File: src/rtl/div_pkg.sv
// Shared definitions for the iterative RV32M divide unit: op and state
// encodings, the default datapath width and small op-decode helpers.
package div_pkg;

  localparam int DIV_XLEN = 32;

  // funct3[1:0] of the M-extension divide group
  typedef enum logic [1:0] {
    OP_DIV  = 2'b00,
    OP_DIVU = 2'b01,
    OP_REM  = 2'b10,
    OP_REMU = 2'b11
  } div_op_e;

  typedef enum logic [1:0] {
    IDLE = 2'd0,
    CALC = 2'd1,
    DONE = 2'd2
  } div_state_e;

  // Most negative dividend; paired with -1 it is the signed-overflow case
  localparam logic [DIV_XLEN-1:0] OVF_DIVIDEND = DIV_XLEN'(1) << (DIV_XLEN - 1);

  // DIV and REM are the signed variants (op[0] clear)
  function automatic logic is_signed_op(input logic [1:0] op);
    return ~op[0];
  endfunction

  // REM and REMU return the remainder (op[1] set)
  function automatic logic is_rem_op(input logic [1:0] op);
    return op[1];
  endfunction

endpackage

File: src/rtl/div_step.sv
// One restoring-division iteration: shift the next dividend bit into the
// partial remainder and subtract the divisor if it fits.
module div_step #(
  parameter int XLEN = 32
) (
  input  logic [XLEN-1:0] rem,
  input  logic [XLEN-1:0] q,
  input  logic [XLEN-1:0] divisor_abs,
  output logic [XLEN-1:0] rem_next,
  output logic [XLEN-1:0] q_next
);

  logic [XLEN:0] shifted;
  logic [XLEN:0] diff;

  // Compare/subtract at XLEN+1 bits so the bit shifted out of rem is kept
  always_comb begin
    shifted  = {rem, q[XLEN-1]};
    diff     = shifted - {1'b0, divisor_abs};
    rem_next = shifted[XLEN-1:0];
    q_next   = {q[XLEN-2:0], 1'b0};
    if (!diff[XLEN]) begin
      rem_next = diff[XLEN-1:0];
      q_next   = {q[XLEN-2:0], 1'b1};
    end
  end

endmodule

File: src/rtl/iter_div_unit.sv
// Multi-cycle RV32M divider (DIV/DIVU/REM/REMU) for the EX stage.
// Restoring algorithm, one quotient bit per cycle; divide-by-zero and
// signed overflow resolve on the accept edge.
module iter_div_unit
  import div_pkg::*;
#(
  parameter int XLEN  = DIV_XLEN,
  parameter int CNT_W = $clog2(XLEN)
) (
  input  logic            clk,
  input  logic            rst,
  input  logic            start,
  input  logic [1:0]      op,
  input  logic [XLEN-1:0] dividend,
  input  logic [XLEN-1:0] divisor,
  input  logic            flush,
  output logic            busy,
  output logic            done,
  output logic [XLEN-1:0] result
);

  localparam logic [XLEN-1:0]  SMIN = {1'b1, {(XLEN-1){1'b0}}};
  localparam logic [CNT_W-1:0] LAST = CNT_W'(XLEN - 1);

  div_state_e       state_reg;
  logic [CNT_W-1:0] cnt_reg;
  logic             rem_op_reg;
  logic             neg_q_reg;
  logic             neg_r_reg;
  logic [XLEN-1:0]  rem_reg;
  logic [XLEN-1:0]  q_reg;
  logic [XLEN-1:0]  dvs_reg;
  logic [XLEN-1:0]  result_reg;

  logic [XLEN-1:0]  rem_next;
  logic [XLEN-1:0]  q_next;

  logic             accept;
  logic             sgn;
  logic             a_neg;
  logic             b_neg;
  logic [XLEN-1:0]  a_abs;
  logic [XLEN-1:0]  b_abs;
  logic             special;
  logic [XLEN-1:0]  special_res;
  logic [XLEN-1:0]  q_fix;
  logic [XLEN-1:0]  r_fix;

  div_step #(.XLEN(XLEN)) u_step (
    .rem         (rem_reg),
    .q           (q_reg),
    .divisor_abs (dvs_reg),
    .rem_next    (rem_next),
    .q_next      (q_next)
  );

  // Accept decode, operand magnitudes, special cases and final sign fix
  always_comb begin
    accept      = start && !flush && (state_reg == IDLE || state_reg == DONE);
    sgn         = is_signed_op(op);
    a_neg       = sgn && dividend[XLEN-1];
    b_neg       = sgn && divisor[XLEN-1];
    a_abs       = a_neg ? ('0 - dividend) : dividend;
    b_abs       = b_neg ? ('0 - divisor) : divisor;
    special     = 1'b0;
    special_res = '0;
    if (divisor == '0) begin
      special     = 1'b1;
      special_res = is_rem_op(op) ? dividend : '1;
    end else if (sgn && dividend == SMIN && divisor == '1) begin
      special     = 1'b1;
      special_res = is_rem_op(op) ? '0 : SMIN;
    end
    q_fix = neg_q_reg ? ('0 - q_next) : q_next;
    r_fix = neg_r_reg ? ('0 - rem_next) : rem_next;
  end

  // Control FSM, iteration counter and datapath registers
  always_ff @(posedge clk) begin
    if (rst) begin
      state_reg  <= IDLE;
      cnt_reg    <= '0;
      rem_op_reg <= 1'b0;
      neg_q_reg  <= 1'b0;
      neg_r_reg  <= 1'b0;
      rem_reg    <= '0;
      q_reg      <= '0;
      dvs_reg    <= '0;
      result_reg <= '0;
    end else begin
      case (state_reg)
        IDLE, DONE: begin
          if (accept) begin
            cnt_reg    <= '0;
            rem_op_reg <= is_rem_op(op);
            neg_q_reg  <= a_neg ^ b_neg;
            neg_r_reg  <= a_neg;
            rem_reg    <= '0;
            q_reg      <= a_abs;
            dvs_reg    <= b_abs;
            if (special) begin
              result_reg <= special_res;
              state_reg  <= DONE;
            end else begin
              state_reg  <= CALC;
            end
          end else begin
            state_reg <= IDLE;
          end
        end
        CALC: begin
          if (flush) begin
            state_reg <= IDLE;
          end else begin
            rem_reg <= rem_next;
            q_reg   <= q_next;
            if (cnt_reg == LAST) begin
              result_reg <= rem_op_reg ? r_fix : q_fix;
              state_reg  <= DONE;
            end else begin
              cnt_reg <= cnt_reg + 1'b1;
            end
          end
        end
        default: state_reg <= IDLE;
      endcase
    end
  end

  assign busy   = (state_reg == CALC);
  assign done   = (state_reg == DONE);
  assign result = result_reg;

endmodule

File: config.mk
export PLATFORM = sky130hd
export DESIGN_NAME = iter_div_unit
export DESIGN_NICKNAME = d
export VERILOG_FILES = /design/src/rtl/div_pkg.sv /design/src/rtl/div_step.sv /design/src/rtl/iter_div_unit.sv
export SDC_FILE = /design/constraint.sdc
export NUM_CORES = 1
export LEC_CHECK = 0
export CORE_MARGIN = 5
export CORE_UTILIZATION = 35
export CTS_CLUSTER_DIAMETER = 120
export CTS_CLUSTER_SIZE = 8
export DETAILED_ROUTE_END_ITERATION = 10
export DONT_BUFFER_PORTS = 1
export HOLD_SLACK_MARGIN = 0.1
export MAX_ROUTING_LAYER = met4
export REMOVE_ABC_BUFFERS = 1
export SKIP_LAST_GASP = 1
export SLEW_MARGIN = 5
export SYNTH_ARGS = -nofsm -noshare
export SYNTH_HDL_FRONTEND = slang
export SYNTH_HIERARCHICAL = 1
export SYNTH_SLANG_ARGS = --single-unit
File: constraint.sdc
create_clock -name clk -period 11.29 [get_ports clk]
set_input_delay 2.258 -clock clk [delete_from_list [all_inputs] [get_ports clk]]
set_output_delay 2.258 -clock clk [all_outputs]
set_load 0.05 [all_outputs]
Yosys cells after proc, flatten, opt, wreduce, memory -nomap -nowiden
Cells that the tools add are included.

Bits in registers: 138. Logic and storage cells: 77. Output and inout port bits: 34. ROM bits: 0. RAM bits: 0. Memories: 0. Bits in latches: 0.

Shift-type cells: 0. Equality and inequality tests: 11. Muxes and demuxes: 33. Bitwise operators: 2. Multiply operators: 0. Reduce and logical (&&, ||, !) cells: 16. Add/sub/neg operators: 6. $lt $le $gt $ge: 0. Divide/modulo/power cells: 0.

Operators by type and width (count): $mux W32 (18); $pmux W32 S2 (3); $sub A1 B32 Y32 const A (4); $eq A32 B32 Y1 const B (2); $sub A33 B32 Y33 (1); $logic_not A32 Y1 (1); $mux W5 (3); $pmux W5 S2 (1); $mux W2 (4); $ne A2 B2 Y1 const B (4); $logic_and A1 B1 Y1 (6); $add A5 B1 Y5 const B (1); $eq A5 B5 Y1 const B (1); $reduce_and A5 Y1 (1); $pmux W2 S2 (1); $reduce_and A4 Y1 (1); $mux W1 (3); $ne A3 B2 Y1 const B (1); $reduce_and A3 Y1 (1); $eq A2 B1 Y1 const B (1); $eq A2 B2 Y1 const B (1); $logic_not A2 Y1 (1); $ne A2 B1 Y1 const B (1); $reduce_and A2 Y1 (1); other kinds (6) (6).

Depth between registers and ports, before layout
Gate-level depths: netlist of the first run.

Depth in word-level cells: 8. Gate-level depth with buffers: 23. Mapped depth without buffers: 20.

By module
Netlist of the first run, hierarchy kept.

By module, submodules not included: iter_div_unit (seq. area each 2762.6 um^2, area an instance 8851.0 um^2, times used 1, cells each 1133); div_step (seq. area each 0.0 um^2, area an instance 2598.7 um^2, times used 1, cells each 337).

Worst setup path after synthesis of the first run
OpenSTA, ideal clock, no wires.

Path type: register to register. Start: reg q_reg[31]. End: reg result_reg[26], in the netlist result[26]. Setup slack: 6.311 ns. Cell stages (with the launch flop): 24. Arrival time: 4.888 ns. Required time: 11.199 ns. Path buffers: 3. Period minus slack after synthesis: 4.979 ns. Setup time: 0.091 ns. Path through: dfxtp_1 -> inv_1 -> ha_1 -> fa_1 -> and2b_1 -> o2111ai_2 -> a21oi_2 -> o2111ai_1 -> a211oi_2 -> nor2_4 -> mux2i_4 -> and2_4 -> buf_12 -> inv_8 -> buf_12 -> inv_1 -> ha_1 -> or3b_2 -> or4_1 -> clkbuf_1 -> o41ai_1 -> xnor2_1 -> a22oi_1 -> a311oi_1.

Word-level cells in the longest chain between the ends: 8. Elaborated cells between the ends (all ways): 11.

RTL lines: start: declaration (RTL line iter_div_unit.sv:31) `logic [XLEN-1:0] q_reg;`; start signal: assignment (RTL line iter_div_unit.sv:99) `q_reg <= a_abs;`; start signal: assignment (RTL line iter_div_unit.sv:116) `q_reg <= q_next;`; $sub A33 B32 Y33 (RTL line div_step.sv:19) `diff = shifted - {1'b0, divisor_abs};`; $mux W1 (RTL line div_step.sv:22) `if (!diff[XLEN]) begin`; via q_next[0] (RTL line iter_div_unit.sv:36) `logic [XLEN-1:0] q_next;`; $sub A1 B32 Y32 (RTL line iter_div_unit.sv:74) `q_fix = neg_q_reg ? ('0 - q_next) : q_next;`; $mux W32 (RTL line iter_div_unit.sv:74); $mux W32 (RTL line iter_div_unit.sv:118) `result_reg <= rem_op_reg ? r_fix : q_fix;`; $mux W32 (RTL line iter_div_unit.sv:117) `if (cnt_reg == LAST) begin`; $mux W32 (RTL line iter_div_unit.sv:112) `if (flush) begin`; $pmux W32 S2 (RTL line iter_div_unit.sv:91) `case (state_reg)`; end signal: assignment (RTL line iter_div_unit.sv:102) `result_reg <= special_res;`; end signal: assignment (RTL line iter_div_unit.sv:118); end: declaration (RTL line iter_div_unit.sv:33) `logic [XLEN-1:0] result_reg;`.

The timed path passes the listed nets, and every way through them passes these cells. The select of a mux whose other input is x is not followed. A chain may end at the register's enable or synchronous reset.

Final worst setup path of the first run
Same ends and word-level chain as after synthesis.

==> impl_metrics.py, run 1 <==
metrics = {
    "clocking": {
        "ctsHoldBuffers": 0,
        "htreeDepth": 4,
        "clock_sinks": 138,
        "clk_pin_slew_ns": 0.06,
        "cts_buffers": 17,
        "cts_root_buffer": "clkbuf_16",
        "cts_resized": 0,
        "cts_tree": "built",
        "cts_setup_buffers": 0,
        "cts.path.max_buffers": 2,
        "clk_latency_ns": 0.42,
    },
    "drt": {
        "dr_wl_met2_um": 16900,
        "dr_total_vias": 10688,
        "route.top_layer_used": "met4",
        "met1_length_um": 15700,
        "dr.pass1.iters": 5,
        "wl_met3_um": 2720,
        "via_per_inst": 5.86,
        "drt_iter0_markers": 911,
        "wl_per_cell_um": 19.9,
        "route.detailed.drc": 0,
        "drt_wl_total_um": 36300,
        "ant_nets": 0,
    },
    "sta": {
        "period_share": 0.497,
        "finalClockSkew_ns": 0.0131,
        "rsz0062_at_grt": "no",
        "worstMarginPinSlew_ns": 1.20,
        "setup_viol": 0,
        "slew_headroom": 0.198,
        "slew_viol_final": 0,
        "period_needed_ns": 5.61,
        "hold_viol": 0,
        "fmax_mhz": 178,
    },
    "worst_setup_path": {
        "cp.arrival_ns": 5.93,
        "crit_fanout": 27,
        "crit_family": "simple AND/OR/NAND/NOR gates",
        "crit_chain": "inv_1 -> ha_1 -> fa_1 -> and2b_1 -> o2111ai_2 -> a21oi_2 -> o2111ai_1 -> a211oi_2 -> nor2_4 -> mux2i_4 -> and2_4 -> inv_8 -> inv_1 -> ha_1 -> or3b_2 -> or4_1 -> o41ai_1 -> xnor2_1 -> a22oi_1 -> a311oi_1",
        "critPathCaptureType": "flip-flop",
        "worst-path-stages": 20,
        "critPathRequiredTime_ns": 11.61,
        "path_buf_inv": 3,
        "critPathSlowestCell": "or4_1",
        "crit_path_max_incr_delay_ns": 0.70,
        "crit_type": "flip-flop to flip-flop",
        "cp-start-kind": "flip-flop",
        "reg2regPathDepth": 20,
    },
    "die": {
        "row_count": 66,
        "design.die.area_um2": 36400,
        "coreArea_um2": 32500,
        "io_pins": 104,
        "die_h_um": 191,
        "die_w_um": 191,
        "initial_core_util": 0.353,
    },
    "synth": {
        "synth_ff_type": "dfxtp_1",
        "yosysUniqueCellTypes": 94,
        "postSynthCellCount": 1470,
        "synthArstFlopShare": 0,
        "synth_fa_ha_area_frac": 0.0444,
        "ys_seq_area_frac": 0.241,
        "synthXorXnorAreaFrac": 0.108,
        "synth_compound_area_frac": 0.276,
        "synthMuxAreaShare": 0.0353,
        "ys_ff_latch": 138,
        "synth-simple-area-share": 0.205,
        "syn_area_um2": 11400,
        "synth-warning-count": 6,
        "synth_edf_count": 0,
        "synth_top_family_by_area": "compound AO/OA/AOI/OAI gates",
        "syn_area_per_cell_um2": 7.79,
    },
    "pwr": {
        "leakagePower_uw": 0.00437,
        "p_per_area_nw_per_um2": 116,
        "peakVddDrop_v": 0.000101,
    },
    "placed_design": {
        "gp_congestion": 0.892,
        "port-buffer-count": 0,
        "dpl-instance-area_um2": 11300,
        "hpwlAfterDp_um": 26000,
    },
    "final_layout": {
        "nFillCells": 3400,
        "fin_area_um2": 11900,
        "syn2layout_area_growth_pct": 3.99,
        "utilization": 0.367,
        "insertedDiodeCount": 0,
        "layout_common_cells": "a21oi_1 (143), nor2_1 (142), dfxtp_1 (138)",
        "drive_above_1_share": 0.0847,
        "final_common_cell": "a21oi_1",
        "nets": 1479,
        "register_area_um2": 2760,
        "multiInputGateArea_um2": 7690,
    },
    "min_path": {
        "min_path_type": "flip-flop to flip-flop",
        "hold_depth": 2,
    },
    "global_routing": {
        "grt_pass1_vias": 9952,
        "antenna_found_initial": 0,
        "grt-ovfl-total": 0,
        "grt_usage": 0.198,
        "grt_pass1_wl_um": 56300,
        "grt_max_degree": 135,
    },
    "flow_run": {
        "maxCapViolations": 0,
    },
    "status": {
        "status": "finished clean",
    },
}
per-stage QoR:
step                      setup slack (ns)  setup TNS [ns]  std cells  total power [µW]  hold WS, ns
after floorplan                   -0.00571         -0.0342       1338               766        0.426
after global placement                5.86               0       1792               841        0.444
after detailed placement              5.79               0       1792               842        0.455
after CTS                             5.74               0       1824              1390        0.464
after global routing                  5.28               0       1824              1450        0.477
final                                 5.68               0       1824              1380        0.465
worst paths after layout:
kind / to / start / slack (ns)
min reg2reg: dvs_reg[18] / dvs_reg[18] / 0.47
max reg2reg: result[26] / q_reg[31] / 5.68
max: result[26] / q_reg[31] / 5.68
min: dvs_reg[18] / dvs_reg[18] / 0.47
power breakdown:
part	internal (µW)	switching (µW)	total [µW]
Combinational	113	183	296
Sequential	507	33.6	541
Clock	309	237	546
Total	930	453	1380
per-layer routing:
| metal | track usage | vias up |
|---|---|---|
| li1 | - | 5176 |
| met1 | 0.248 | 5132 |
| met2 | 0.316 | 318 |
| met3 | 0.0491 | 62 |
| met4 | 0.0588 | 0 |
| met5 | - | - |
tightest hold or removal path: stages (launching register included):
cell and delay [ns]:
dfxtp_1 0.31, nand2_1 0.05, a21oi_1 0.05
final cells by class:
cell class                 count  share of cell area
timing repair buffer          12             0.00757
multi-input combinational   1136               0.646
tap                          442              0.0464
inverter                      64              0.0208
clock inverter                14              0.0105
clock buffer                  18              0.0369
sequential                   138               0.232
cell usage after synthesis (18+ instances only):
cell	number	area, µm²
nand3_1	29	145
clkbuf_1	73	274
ha_1	39	488
a21oi_1	143	716
o21ai_0	72	360
nor3_1	29	145
nand4_1	18	113
nor2_1	143	537
o31ai_1	36	270
a211oi_1	38	285
inv_1	62	233
o41ai_1	24	210
xor2_1	45	394
buf_4	36	270
xnor2_1	96	841
a311oi_1	18	158
dfxtp_1	138	2760
and3_1	44	275
mux2_4	19	285
nand2_1	82	308
cells by family after synthesis:
family	Yosys count
buffers and inverters	196
AO/OA/AOI/OAI	468
flip-flops	138
adder cells (fa/ha/maj)	40
XOR/XNOR	141
multiplexers	29
AND/OR/NAND/NOR	458
Power figures use the tool's default switching activity.
==> run 2: changes to the inputs <==
- clock period: 11.29 -> 4.93 ns (I/O delays scaled with it)
==> run 2 against run 1 <==
Effect of this change:
- cell count up 2.6%
- clock skew down 0.0029 ns
- die area unchanged
- critical endpoint is now result[31]
- largest cell class unchanged
==> impl_metrics.py, run 2 (synthesis gave the netlist of run 1 again) <==
metrics = {
    "status": {
        "status": "finished clean",
    },
    "sta": {
        "fin_ws_ns": 0.170,
        "tns_ns": 0,
        "setup_viol": 0,
        "slew_headroom": 0.161,
        "period_needed_ns": 4.76,
        "slew_viol_final": 0,
        "fmax_mhz": 210,
        "hold_viol": 0,
        "finalClockSkew_ns": 0.0103,
        "period_share": 0.966,
        "worstMarginPinSlew_ns": 1.26,
    },
    "placed_design": {
        "dp_cells": 1834,
        "port-buffer-count": 0,
        "gp_congestion": 0.947,
        "dpl-instance-area_um2": 11700,
        "pre_cts_slack_ns": -0.101,
        "hpwlAfterDp_um": 26800,
    },
    "clocking": {
        "clock_sinks": 138,
        "htreeDepth": 4,
        "ctsHoldBuffers": 0,
        "clk_latency_ns": 0.43,
        "cts.path.max_buffers": 2,
        "cts_buffers": 17,
        "clk_pin_slew_ns": 0.06,
        "cts_tree": "built",
        "cts_root_buffer": "clkbuf_16",
    },
    "final_layout": {
        "layout_common_cells": "a21oi_1 (143), nor2_1 (142), dfxtp_1 (137)",
        "drive_above_1_share": 0.135,
        "nFillCells": 3356,
        "utilization": 0.385,
        "nets": 1526,
        "insertedDiodeCount": 0,
        "fin_cells": 1871,
        "syn2layout_area_growth_pct": 9.23,
        "register_area_um2": 2760,
        "final_common_cell": "a21oi_1",
        "fin_area_um2": 12500,
        "multiInputGateArea_um2": 7890,
    },
    "drt": {
        "drt_wl_total_um": 37500,
        "via_per_inst": 5.90,
        "ant_nets": 0,
        "drt_iter0_markers": 943,
        "wl_per_cell_um": 20.0,
        "route.detailed.drc": 0,
        "dr_total_vias": 11036,
        "dr.pass1.iters": 5,
    },
    "worst_setup_path": {
        "cp.arrival_ns": 5.10,
        "reg2reg_to": "result[31]",
        "critPathCaptureType": "flip-flop",
        "crit_start": "q_reg[31]",
        "reg2regPathDepth": 21,
        "crit_fanout": 8,
        "crit_type": "flip-flop to flip-flop",
        "critPathRequiredTime_ns": 5.27,
        "reg2reg_slack_ns": 0.17,
        "crit_end": "result[31]",
        "cp-start-kind": "flip-flop",
        "r2r_start": "q_reg[31]",
    },
    "global_routing": {
        "grt_pass1_vias": 10414,
        "antenna_found_initial": 0,
        "grt-ovfl-total": 0,
        "grt_pass1_wl_um": 58600,
        "grt_usage": 0.207,
        "grt_max_degree": 135,
    },
    "die": {
        "die_h_um": 191,
        "die_w_um": 191,
        "coreArea_um2": 32500,
        "initial_core_util": 0.353,
        "design.die.area_um2": 36400,
        "io_pins": 104,
        "row_count": 66,
    },
    "pwr": {
        "power_frac_comb": 0.233,
        "cellInternalPower_uw": 2230,
        "p_sw_frac": 0.323,
        "p_per_area_nw_per_um2": 263,
        "peakVddDrop_v": 0.000238,
        "clkPwrFrac": 0.390,
        "leakagePower_uw": 0.00468,
        "p_switching_uw": 1060,
        "seqPwrFrac": 0.377,
    },
    "min_path": {
        "min_path_type": "flip-flop to flip-flop",
        "min-delay-start": "dvs_reg[16]",
    },
    "flow_run": {
        "maxCapViolations": 0,
    },
}
[run 2: cell count changes in the layout (fill, tap and decap cells not counted), moves of 3 or more]
cell and delta:
o21ai_1 +5, o31ai_2 +4, or4_1 -4, nor4_2 +4, o41ai_2 +8, nor4_1 -5, buf_4 +44, o41ai_1 -9
o31ai_1 -5, buf_12 +3, o21ai_0 -5, clkinvlp_4 -3, or4_4 +4
[run 2: layer usage]
layer  GRT usage  up-vias  wire length, µm  part of all wire
met2       0.327      376            17500              0.47
met5           -        -                0                 0
met3      0.0456       80             2630             0.070
met4      0.0710        0             1160             0.031
met1       0.262     5304            16200              0.43
li1            -     5276                -                 -
[run 2: worst max-delay path: stages (launching register included)]
cell	delay (ns)
dfxtp_2	0.32
inv_1	0.04
ha_2	0.19
fa_2	0.33
and2b_1	0.23
o2111ai_2	0.16
a21oi_2	0.21
o2111ai_2	0.14
a211oi_2	0.29
nor2_4	0.07
mux2i_4	0.20
and2_4	0.18
inv_8	0.08
buf_12	0.13
buf_12	0.13
mux2_4	0.31
or4_4	0.52
or3_4	0.36
o31ai_4	0.27
xnor2_1	0.15
a32oi_1	0.07
a311oi_1	0.30
[run 2: worst min path at each step]
stage                             end  slack [ns]  cells past startpoint
final                     dvs_reg[16]        0.45                      2
after global routing      dvs_reg[18]        0.49                      2
after CTS                 dvs_reg[16]        0.46                      2
after detailed placement  dvs_reg[16]        0.45                      2
after global placement    dvs_reg[18]        0.44                      2
after floorplan           dvs_reg[16]        0.43                      2
[run 2: final cells by class]
type	count	share of cell area
timing repair buffer	59	0.0384
inverter	64	0.0198
multi-input combinational	1136	0.631
tap	442	0.0442
clock buffer	20	0.0357
sequential	138	0.221
clock inverter	12	0.0100
[run 2: what timing repair did]
action                     in CTS  in global routing
setup endpoints to repair       2                 27
buffers inserted                0                  5
gates cloned                    0                  0
gates resized for setup         2                 37
pin swaps                       0                 10
hold endpoints to repair        0                  0
[run 2: power groups by stage]
stage | Combinational, µW | Sequential [µW] | Clock [µW]
floorplan | 509 | 1240 | 0
global placement | 711 | 1260 | 0
detailed placement | 716 | 1260 | 0
CTS | 724 | 1240 | 1300
global route | 838 | 1250 | 1350
finish | 768 | 1240 | 1280
[run 2: stage by stage]
step                power (µW)  hold slack [ns]
global placement          1970            0.441
floorplan                 1750            0.426
global route              3430            0.486
finish                    3290            0.454
detailed placement        1980            0.450
CTS                       3260            0.458
==> run 3: changes to the inputs <==
- ABC_AREA: default -> 1
- CORE_MARGIN: 5 -> 3
==> run 3 against run 2 <==
Effect of this change:
- die area grew 10%
- cell count grew 52%
- wire length grew 31%
- global-route usage grew 3.8 points
- sequential cell count is the same
- largest cell class unchanged
==> impl_metrics.py, run 3 <==
metrics = {
    "status": {
        "status": "finished clean",
    },
    "clocking": {
        "cts_setup_buffers": 0,
        "ctsHoldBuffers": 0,
        "clock_sinks": 138,
        "clk_pin_slew_ns": 0.06,
        "cts_root_buffer": "clkbuf_16",
        "cts_resized": 0,
        "htreeDepth": 4,
        "clk_latency_ns": 0.44,
        "cts_buffers": 17,
        "cts.path.max_buffers": 2,
        "cts_tree": "built",
    },
    "worst_setup_path": {
        "reg2reg_slack_ns": 0.88,
        "crit_type": "flip-flop to flip-flop",
        "critPathCaptureType": "flip-flop",
        "critPathSlowestCell": "nor2_1",
        "cp-start-kind": "flip-flop",
        "reg2reg_to": "result[28]",
        "r2r_start": "q_reg[31]",
        "cpMostUsedCell": "nand2_1",
        "crit_path_max_incr_delay_ns": 0.45,
        "critPathRequiredTime_ns": 5.30,
        "reg2regPathDepth": 25,
        "crit_fanout": 35,
        "path_buf_inv": 3,
        "crit_family": "simple AND/OR/NAND/NOR gates",
        "cp.arrival_ns": 4.42,
    },
    "die": {
        "initial_core_util": 0.359,
        "io_pins": 104,
        "row_count": 70,
        "die_w_um": 201,
        "coreArea_um2": 37000,
        "die_h_um": 201,
        "design.die.area_um2": 40200,
    },
    "global_routing": {
        "antenna_found_initial": 0,
        "grt_usage": 0.245,
        "grt-ovfl-total": 0,
        "grt_pass1_vias": 13720,
        "grt_pass1_wl_um": 76700,
        "grt_max_degree": 68,
    },
    "synth": {
        "syn_area_per_cell_um2": 5.48,
        "synthArstFlopShare": 0,
        "ys_seq_area_frac": 0.208,
        "ys_top_cells_by_count": "nand2_1 (777), inv_1 (321), nor2_1 (297), nand3_1 (185), a21oi_1 (175)",
        "postSynthCellCount": 2417,
        "syn_area_um2": 13300,
        "ys_ff_latch": 138,
        "synth.most_common_cell": "nand2_1",
        "synth_area_leaders": "nand2_1 (22%), dfxtp_1 (21%), inv_1 (9.1%)",
        "synth_top_area_cell": "nand2_1",
        "yosysUniqueCellTypes": 43,
        "synth-warning-count": 6,
        "synth_top_area_share": 0.220,
        "synth_edf_count": 0,
        "synth_ff_type": "dfxtp_1",
    },
    "sta": {
        "worstMarginPinSlew_ns": 1.14,
        "period_share": 0.821,
        "finalClockSkew_ns": 0.0126,
        "slew_viol_final": 0,
        "slew_headroom": 0.234,
        "setup_viol": 0,
        "tns_ns": 0,
        "hold_viol": 0,
        "fin_ws_ns": 0.883,
        "fmax_mhz": 247,
        "period_needed_ns": 4.05,
        "rsz0062_at_grt": "no",
    },
    "placed_design": {
        "port-buffer-count": 0,
        "gp_congestion": 0.958,
        "pre_cts_slack_ns": 0.998,
        "hpwlAfterDp_um": 38100,
        "dp_cells": 2818,
    },
    "final_layout": {
        "fin_cells": 2846,
        "final_common_cell": "nand2_1",
        "syn2layout_area_growth_pct": 4.42,
        "layout_common_cells": "nand2_1 (777), inv_1 (319), nor2_1 (297)",
        "drive_above_1_share": 0.0307,
        "utilization": 0.374,
        "insertedDiodeCount": 0,
        "nets": 2443,
    },
    "min_path": {
        "worstHoldEndpoint": "cnt_reg[4]",
        "hold_depth": 2,
        "min_path_type": "flip-flop to flip-flop",
        "min-delay-start": "cnt_reg[4]",
    },
    "drt": {
        "drt_wl_total_um": 49100,
        "drt_iter0_markers": 1336,
        "route.detailed.drc": 0,
        "ant_nets": 0,
        "wl_per_cell_um": 17.2,
        "dr.pass1.iters": 6,
        "via_per_inst": 5.22,
        "dr_total_vias": 14857,
    },
    "flow_run": {
        "maxCapViolations": 0,
    },
    "pwr": {
        "p_per_area_nw_per_um2": 321,
        "leakagePower_uw": 0.00695,
        "peakVddDrop_v": 0.000305,
    },
}
==> run 3: cell count changes after synthesis, moves of 35 or more <==
cell      change
nand2_1     +695
inv_1       +259
nand3_1     +156
nor2_1      +154
xnor2_1      -92
o21ai_0      +85
and3_1       -43
a211oi_1     -36
o31ai_1      -35
==> run 3: final cells by class <==
| type | count | area [µm²] |
|---|---|---|
| fill | 4269 | 23100 |
| multi-input combinational | 1834 | 8610 |
| sequential | 138 | 2760 |
| inverter | 328 | 1230 |
| tap | 504 | 631 |
| clock buffer | 24 | 482 |
| timing repair buffer | 14 | 105 |
| clock inverter | 4 | 20.0 |
==> run 3: logic make-up (layout without fill, tap and decap cells) <==
kind of cell | count (synthesis) | in the layout | synth area share
flip-flops | 138 | 138 | 0.208
AND/OR/NAND/NOR | 1361 | 1361 | 0.423
buffers and inverters | 445 | 370 | 0.142
XOR/XNOR | 57 | 57 | 0.0377
adder cells (fa/ha/maj) | 40 | 40 | 0.0383
AO/OA/AOI/OAI | 376 | 376 | 0.150
==> run 3: layer usage <==
metal  up-vias  routed length (µm)  global-route usage
met5         -                   0                   -
met4         0                1180              0.0668
met3        77                3640              0.0439
met2       563               21600               0.377
met1      6760               22700               0.331
li1       7457                   -                   -
==> run 3: how the worst max path moves through the flow <==
| stage | start | cells past startpoint | endpoint |
|---|---|---|---|
| after floorplan | state_reg[0] | 11 | result[19] |
| after global placement | q_reg[31] | 27 | result[24] |
| after detailed placement | q_reg[31] | 26 | result[21] |
| after CTS | q_reg[31] | 25 | result[28] |
| after global routing | q_reg[31] | 27 | result[22] |
| final | q_reg[31] | 25 | result[28] |
==> run 3: worst min-delay path, cell delays in order (launching register included) <==
cell,delay (ns)
dfxtp_1,0.31
nand2_1,0.06
a21oi_1,0.05
==> run 3: report_power, final <==
part           total (µW)  switching [µW]  internal (µW)
Sequential           1280            91.4           1180
Clock                1180             515            668
Combinational        1990            1400            585
==> run 3: through the flow <==
stage	instance area [µm²]	hold slack, ns	total power [µW]
final	13800	0.470	4450
after global routing	13800	0.500	4780
after CTS	13800	0.471	4430
after detailed placement	13300	0.464	3240
after global placement	13300	0.453	3230
after floorplan	12600	0.438	2720
==> RTL change 1 (settings of run 3) <==
Re-encode `div_state_e` (3 states) as one-hot, 3 bits wide.
--- a/src/rtl/div_pkg.sv
+++ b/src/rtl/div_pkg.sv
@@ -14,6 +14,6 @@
 
-  typedef enum logic [1:0] {
-    IDLE = 2'd0,
-    CALC = 2'd1,
-    DONE = 2'd2
+  typedef enum logic [2:0] {
+    IDLE = 3'b001,
+    CALC = 3'b010,
+    DONE = 3'b100
   } div_state_e;
Function: same outputs for any inputs over 4 cycles, from zero or initial values and one cycle with rst high; so few cycles prove little.
==> RTL change 1 against run 3 <==
- die area grew 2.4%
- utilization is 0.18 points higher
- clock power increased by 14%
- power down 13%
- cell area grew 3.1%
- wire length fell by 2.8%
- setup slack gained 29 ps
- largest power group is now the clock network
- non-clock buffer count is 1 higher
- sequential cell count rose by 1
- cell count is 2.0% higher
- hold slack better by 6.7 ps
- synthesized area up 2.5%
==> RTL change 1: results (changes against run 3) <==
Logic synthesis
  – Synth unique cells: 52 (+21%)
  – Most instantiated cells after synthesis: 847 x nand2_1, 315 x inv_1, 278 x nor2_1
  – Sequential-to-total area share from yosys stat: 20.5% (-0.36 points)
  – Complex-gate fraction of the synthesized area: 13.6% (-1.3 points)
  – Synth area leaders: nand2_1 23%, dfxtp_1 20%, inv_1 8.7%, nand3_1 7.7%, nor2_1 7.7%
  – Post-Syn Instances: 2,463 (+1.9%)
  – Synth Area in Adders: 3.74% (-0.093 points)

Drt
  – Final WL: 47.7 mm (-2.8%)
  – Wire per inst: 16.4 microns (-4.7%)
  – Starting DRT DRC Count: 1,425 (+6.7%)

Critical path
  – Max incr delay on CP: 430 ps (-20 ps)
  – Slowest cell on crit path: nor2_1
  – End of the worst register-to-register path: result[16]
  – CP arrival: 4350 ps (-70 ps)
  – Depth of the worst register-to-register path: 28 (+12%)
  – Flop-to-flop setup slack: 910 ps (+30 ps)

Placement
  – Worst slack, placed: 1020 ps (+19.9 ps)
  – DP Area: 0.0137 sq mm (+2.6%)
  – Placer Congestion: 0.973 (+1.6%)
  – Post-DP HPWL: 37.3 mm (-2.3%)

Cells and area
  – Seq/total area: 19.5% (-0.47 points)
  – Filler cells: 4,265 (-0.094%)
  – Final instance area: 0.0143 sq mm (+3.1%)
  – ClkCell Share: 4.15% (+0.52 points)
  – Non-CTS buffers: 15 (+1)
  – NonClk Buf Share: 0.789% (+0.030 points)
  – Layout cells sized above 1: 4.55% (+1.5 points)
  – Fraction of area in multi-input gates: 62.4% (+0.25 points)
  – Multi-input gates: 1,880 (+2.5%)
  – Clock buffer count: 20 (-17%)

Clock network
  – H-Tree Depth: 4 (unchanged)

Worst hold path
  – Hold Crit Endpoint: dvs_reg[4]
  – Source of the worst hold timing path: dvs_reg[4]

Pwr
  – LEAKAGE: 7.17 nW (+3.1%)
  – VDD IR max: 0.000280 V (-8.2%)

Status
  – Status: finished clean

Floorplanning
  – Core box area: 0.0379 sq mm (+2.6%)

Global routing
  – Pin count of the biggest net entering global routing: 83 (+22%)
  – Vias in the first global route: 13,700 (-0.31%)
  – First-pass GRT wire length: 75.2 mm (-1.9%)
  – All-layer global routing usage: 23.4% (-1.1 points)

STA
  – Fmax: 249 MHz (+0.72%)
  – Clock skew: 15.5 ps (+2.87 ps)
  – Worst Tran Pin Value: 1020 ps (-124 ps)
==> RTL change 1: cell count changes after synthesis, moves of 5 or more <==
cell,run 3,this run
nand2_1,777,847
o21ai_0,157,103
nand3_1,185,209
nor2_1,297,278
o211ai_1,9,24
nor2_2,5,18
nor3_1,28,16
a21oi_1,175,164
clkbuf_1,51,40
buf_2,13,23
xor2_1,53,44
o21a_1,0,8
inv_1,321,315
a21oi_2,2,7
==> RTL change 1: power by group <==
group / total, W / internal, W / switching, W
clock: 0.00135 / 0.000806 / 0.000546
sequential: 0.00133 / 0.00120 / 0.000131
combinational: 0.00118 / 0.000352 / 0.000824
==> RTL change 1: layer usage <==
layer | track usage, % | routed length [microns]
met5 | - | 0
met1 | 32.4 | 22500
met2 | 35.8 | 21300
met4 | 5.94 | 969
met3 | 3.38 | 2970
==> RTL change 1: cell families after synthesis <==
family                     count (synthesis)
and+or+nand+nor                         1453
buffers and inverters                    444
adders and majority gates                 40
AOI/OAI and AO/OA                        336
DFF                                      139
xor gates and xnor gates                  51
==> RTL change 2 (flow settings as in run 3) <==
Made on the original files. The package constant `DIV_XLEN` goes from 32 to 16.
--- a/src/rtl/div_pkg.sv
+++ b/src/rtl/div_pkg.sv
@@ -4,3 +4,3 @@
 
-  localparam int DIV_XLEN = 32;
+  localparam int DIV_XLEN = 16;
 
Ports: changed (resized dividend, divisor and result); port bits go from 104 to 56. No check against the original RTL was run, so the function may have changed too.
==> RTL change 2 against run 3 <==
- setup slack improved by 520 ps
- synthesized cell count shrank 55%
- sequential cell count shrank 65
- power is 61% lower
- critical path depth fell by 2
- maximum frequency grew 15%
- cell count down 55%
- non-clock buffer count down 10
- utilization decreased by 0.28 points
- cell area fell by 52%
- wire length is 61% lower
- synthesized area fell by 51%
- critical endpoint is now result[13]
- largest cell class unchanged
==> RTL change 2: results (changes against run 3) <==
Drt
  – Wire per inst: 15.0 microns (-13%)
  – Via count: 6,648 (-55%)
  – Drt first pass iters: 5 (-1)
  – Starting DRT DRC Count: 385 (-71%)
  – Vias/cell: 5.17 (-0.90%)

Global routing
  – Initial antenna violation count: 0 (unchanged)
  – All-layer global routing usage: 19.9% (-4.5 points)
  – First-pass GRT wire length: 31.4 mm (-59%)
  – Vias in the first global route: 6,060 (-56%)
  – Pin count of the biggest net entering global routing: 49 (-28%)

Worst hold path
  – Min-delay worst type: reg -> reg

Logic synthesis
  – Post-Syn Instances: 1,089 (-55%)
  – XOR/XNOR share of the synthesized area: 2.44% (-1.3 points)
  – Complex-gate fraction of the synthesized area: 17.7% (+2.7 points)
  – Synth unique cells: 49 (+14%)
  – Synth area leaders: dfxtp_1 23%, nand2_1 17%, inv_1 8.4%, nand3_1 7.8%, a21oi_1 7.0%
  – Most instantiated cells after synthesis: 284 x nand2_1, 145 x inv_1, 117 x nor2_1
  – Yosys warns: 6 (unchanged)
  – Average size of a mapped cell: 5.93 sq um (+8.1%)
  – Post-synthesis mux area share: 0% (unchanged)
  – Sequential-to-total area share from yosys stat: 22.6% (+1.8 points)
  – Async SR Flop Fraction: 0% (unchanged)
  – Synth Register Bits: 73 (-47%)
  – Synth Area in Adders: 4.57% (+0.74 points)

Clock network
  – Post_cts resized: 0 (unchanged)
  – Clk root buf: clkbuf_16
  – CTS buffer count: 9 (-8)
  – Post-CTS setup buffer count: 0 (unchanged)
  – Worst skew pair latency: 350 ps (-90 ps)
  – Clock-pin slew on the worst setup and hold paths: 60 ps (about the same)
  – Clock Tree Buf Depth: 2 (unchanged)
  – H-Tree Depth: 3 (-1)

Cells and area
  – Filler cells: 2,085 (-51%)
  – Clock buffer count: 11 (-54%)
  – NonClk Buf Share: 0.448% (-0.31 points)
  – Multi-input gates: 808 (-56%)
  – Inverter count: 155 (-53%)
  – Layout cells sized above 1: 6.34% (+3.3 points)
  – Multi-input combinational cell area: 0.00405 sq mm (-53%)
  – Register Area: 0.00146 sq mm (-47%)
  – N_diodes: 0 (unchanged)
  – Non-CTS buffers: 4 (-10)
  – ClkCell Share: 4.22% (+0.60 points)

Placement
  – Placed Instances: 1,269 (-55%)
  – # port buffers: 0 (unchanged)
  – DP Area: 0.00642 sq mm (-52%)
  – Post-DP HPWL: 14.8 mm (-61%)
  – Worst slack, placed: 1470 ps (+469 ps)
  – Placer Congestion: 0.898 (-6.3%)

Floorplanning
  – Starting density of the core: 35.8% (-0.038 points)

Critical path
  – CP arrival: 3770 ps (-650 ps)
  – Max Fanout on Critical Path: 19 (-46%)

STA
  – Worst slew margin: 40.8% (+17 points)
  – Clock skew: 7.92 ps (-4.68 ps)

Pwr
  – VDD IR max: 0.000177 V (-42%)
  – Power per cell area: 259 mW/mm^2 (-19%)
  – LEAKAGE: 3.14 nW (-55%)

Status
  – Status: finished clean
==> RTL change 2: changes by cell type in the layout (fill, tap and decap cells not counted), moves of 20 or more <==
| cell | change |
|---|---|
| nand2_1 | -493 |
| nor2_1 | -180 |
| inv_1 | -174 |
| a21oi_1 | -85 |
| nand3_1 | -85 |
| o21ai_0 | -80 |
| dfxtp_1 | -65 |
| xor2_1 | -39 |
| nand4_1 | -22 |
| nor3_1 | -20 |
==> RTL change 2: worst max-delay path, cell delays in order, from the launching register on <==
cell and delay, ps:
dfxtp_1 350, inv_1 50, ha_1 210, fa_1 410
inv_1 110, nand2_1 60, nand2_1 70, nand3_1 90
nand2_2 120, nand2_4 80, nand3_4 190, nand2_8 150
nand2_1 90, nand2_1 70, inv_1 130, nand3_1 120
nand2_1 120, nand2_1 120, nor2_1 310, nand3_1 120
nand3_1 140, nand3_1 100, a21oi_1 150, nor2_1 50
==> RTL change 2: power breakdown <==
group | internal [W] | leakage (nW) | total [W] | switching, W
combinational | 0.000144 | 2.41 | 0.000451 | 0.000307
sequential | 0.000614 | 0.594 | 0.000650 | 0.0000356
clock | 0.000365 | 0.137 | 0.000635 | 0.000270
==> RTL change 2: final timing paths <==
kind,startpoint,to,slack (ps),depth (start not counted)
max,q_reg[15],result[13],1400,23
min,cnt_reg[1],cnt_reg[1],480,2
max reg2reg,q_reg[15],result[13],1400,23
min reg2reg,cnt_reg[1],cnt_reg[1],480,2
==> RTL change 2: metal layers <==
metal	wire length [microns]	global-route usage [%]	vias up	share of wire, %
li1	-	-	3432	-
met1	8770	26.0	2998	46
met2	8840	31.0	183	46
met3	1150	3.54	35	6.0
met4	511	7.47	0	2.7
met5	0	-	-	0
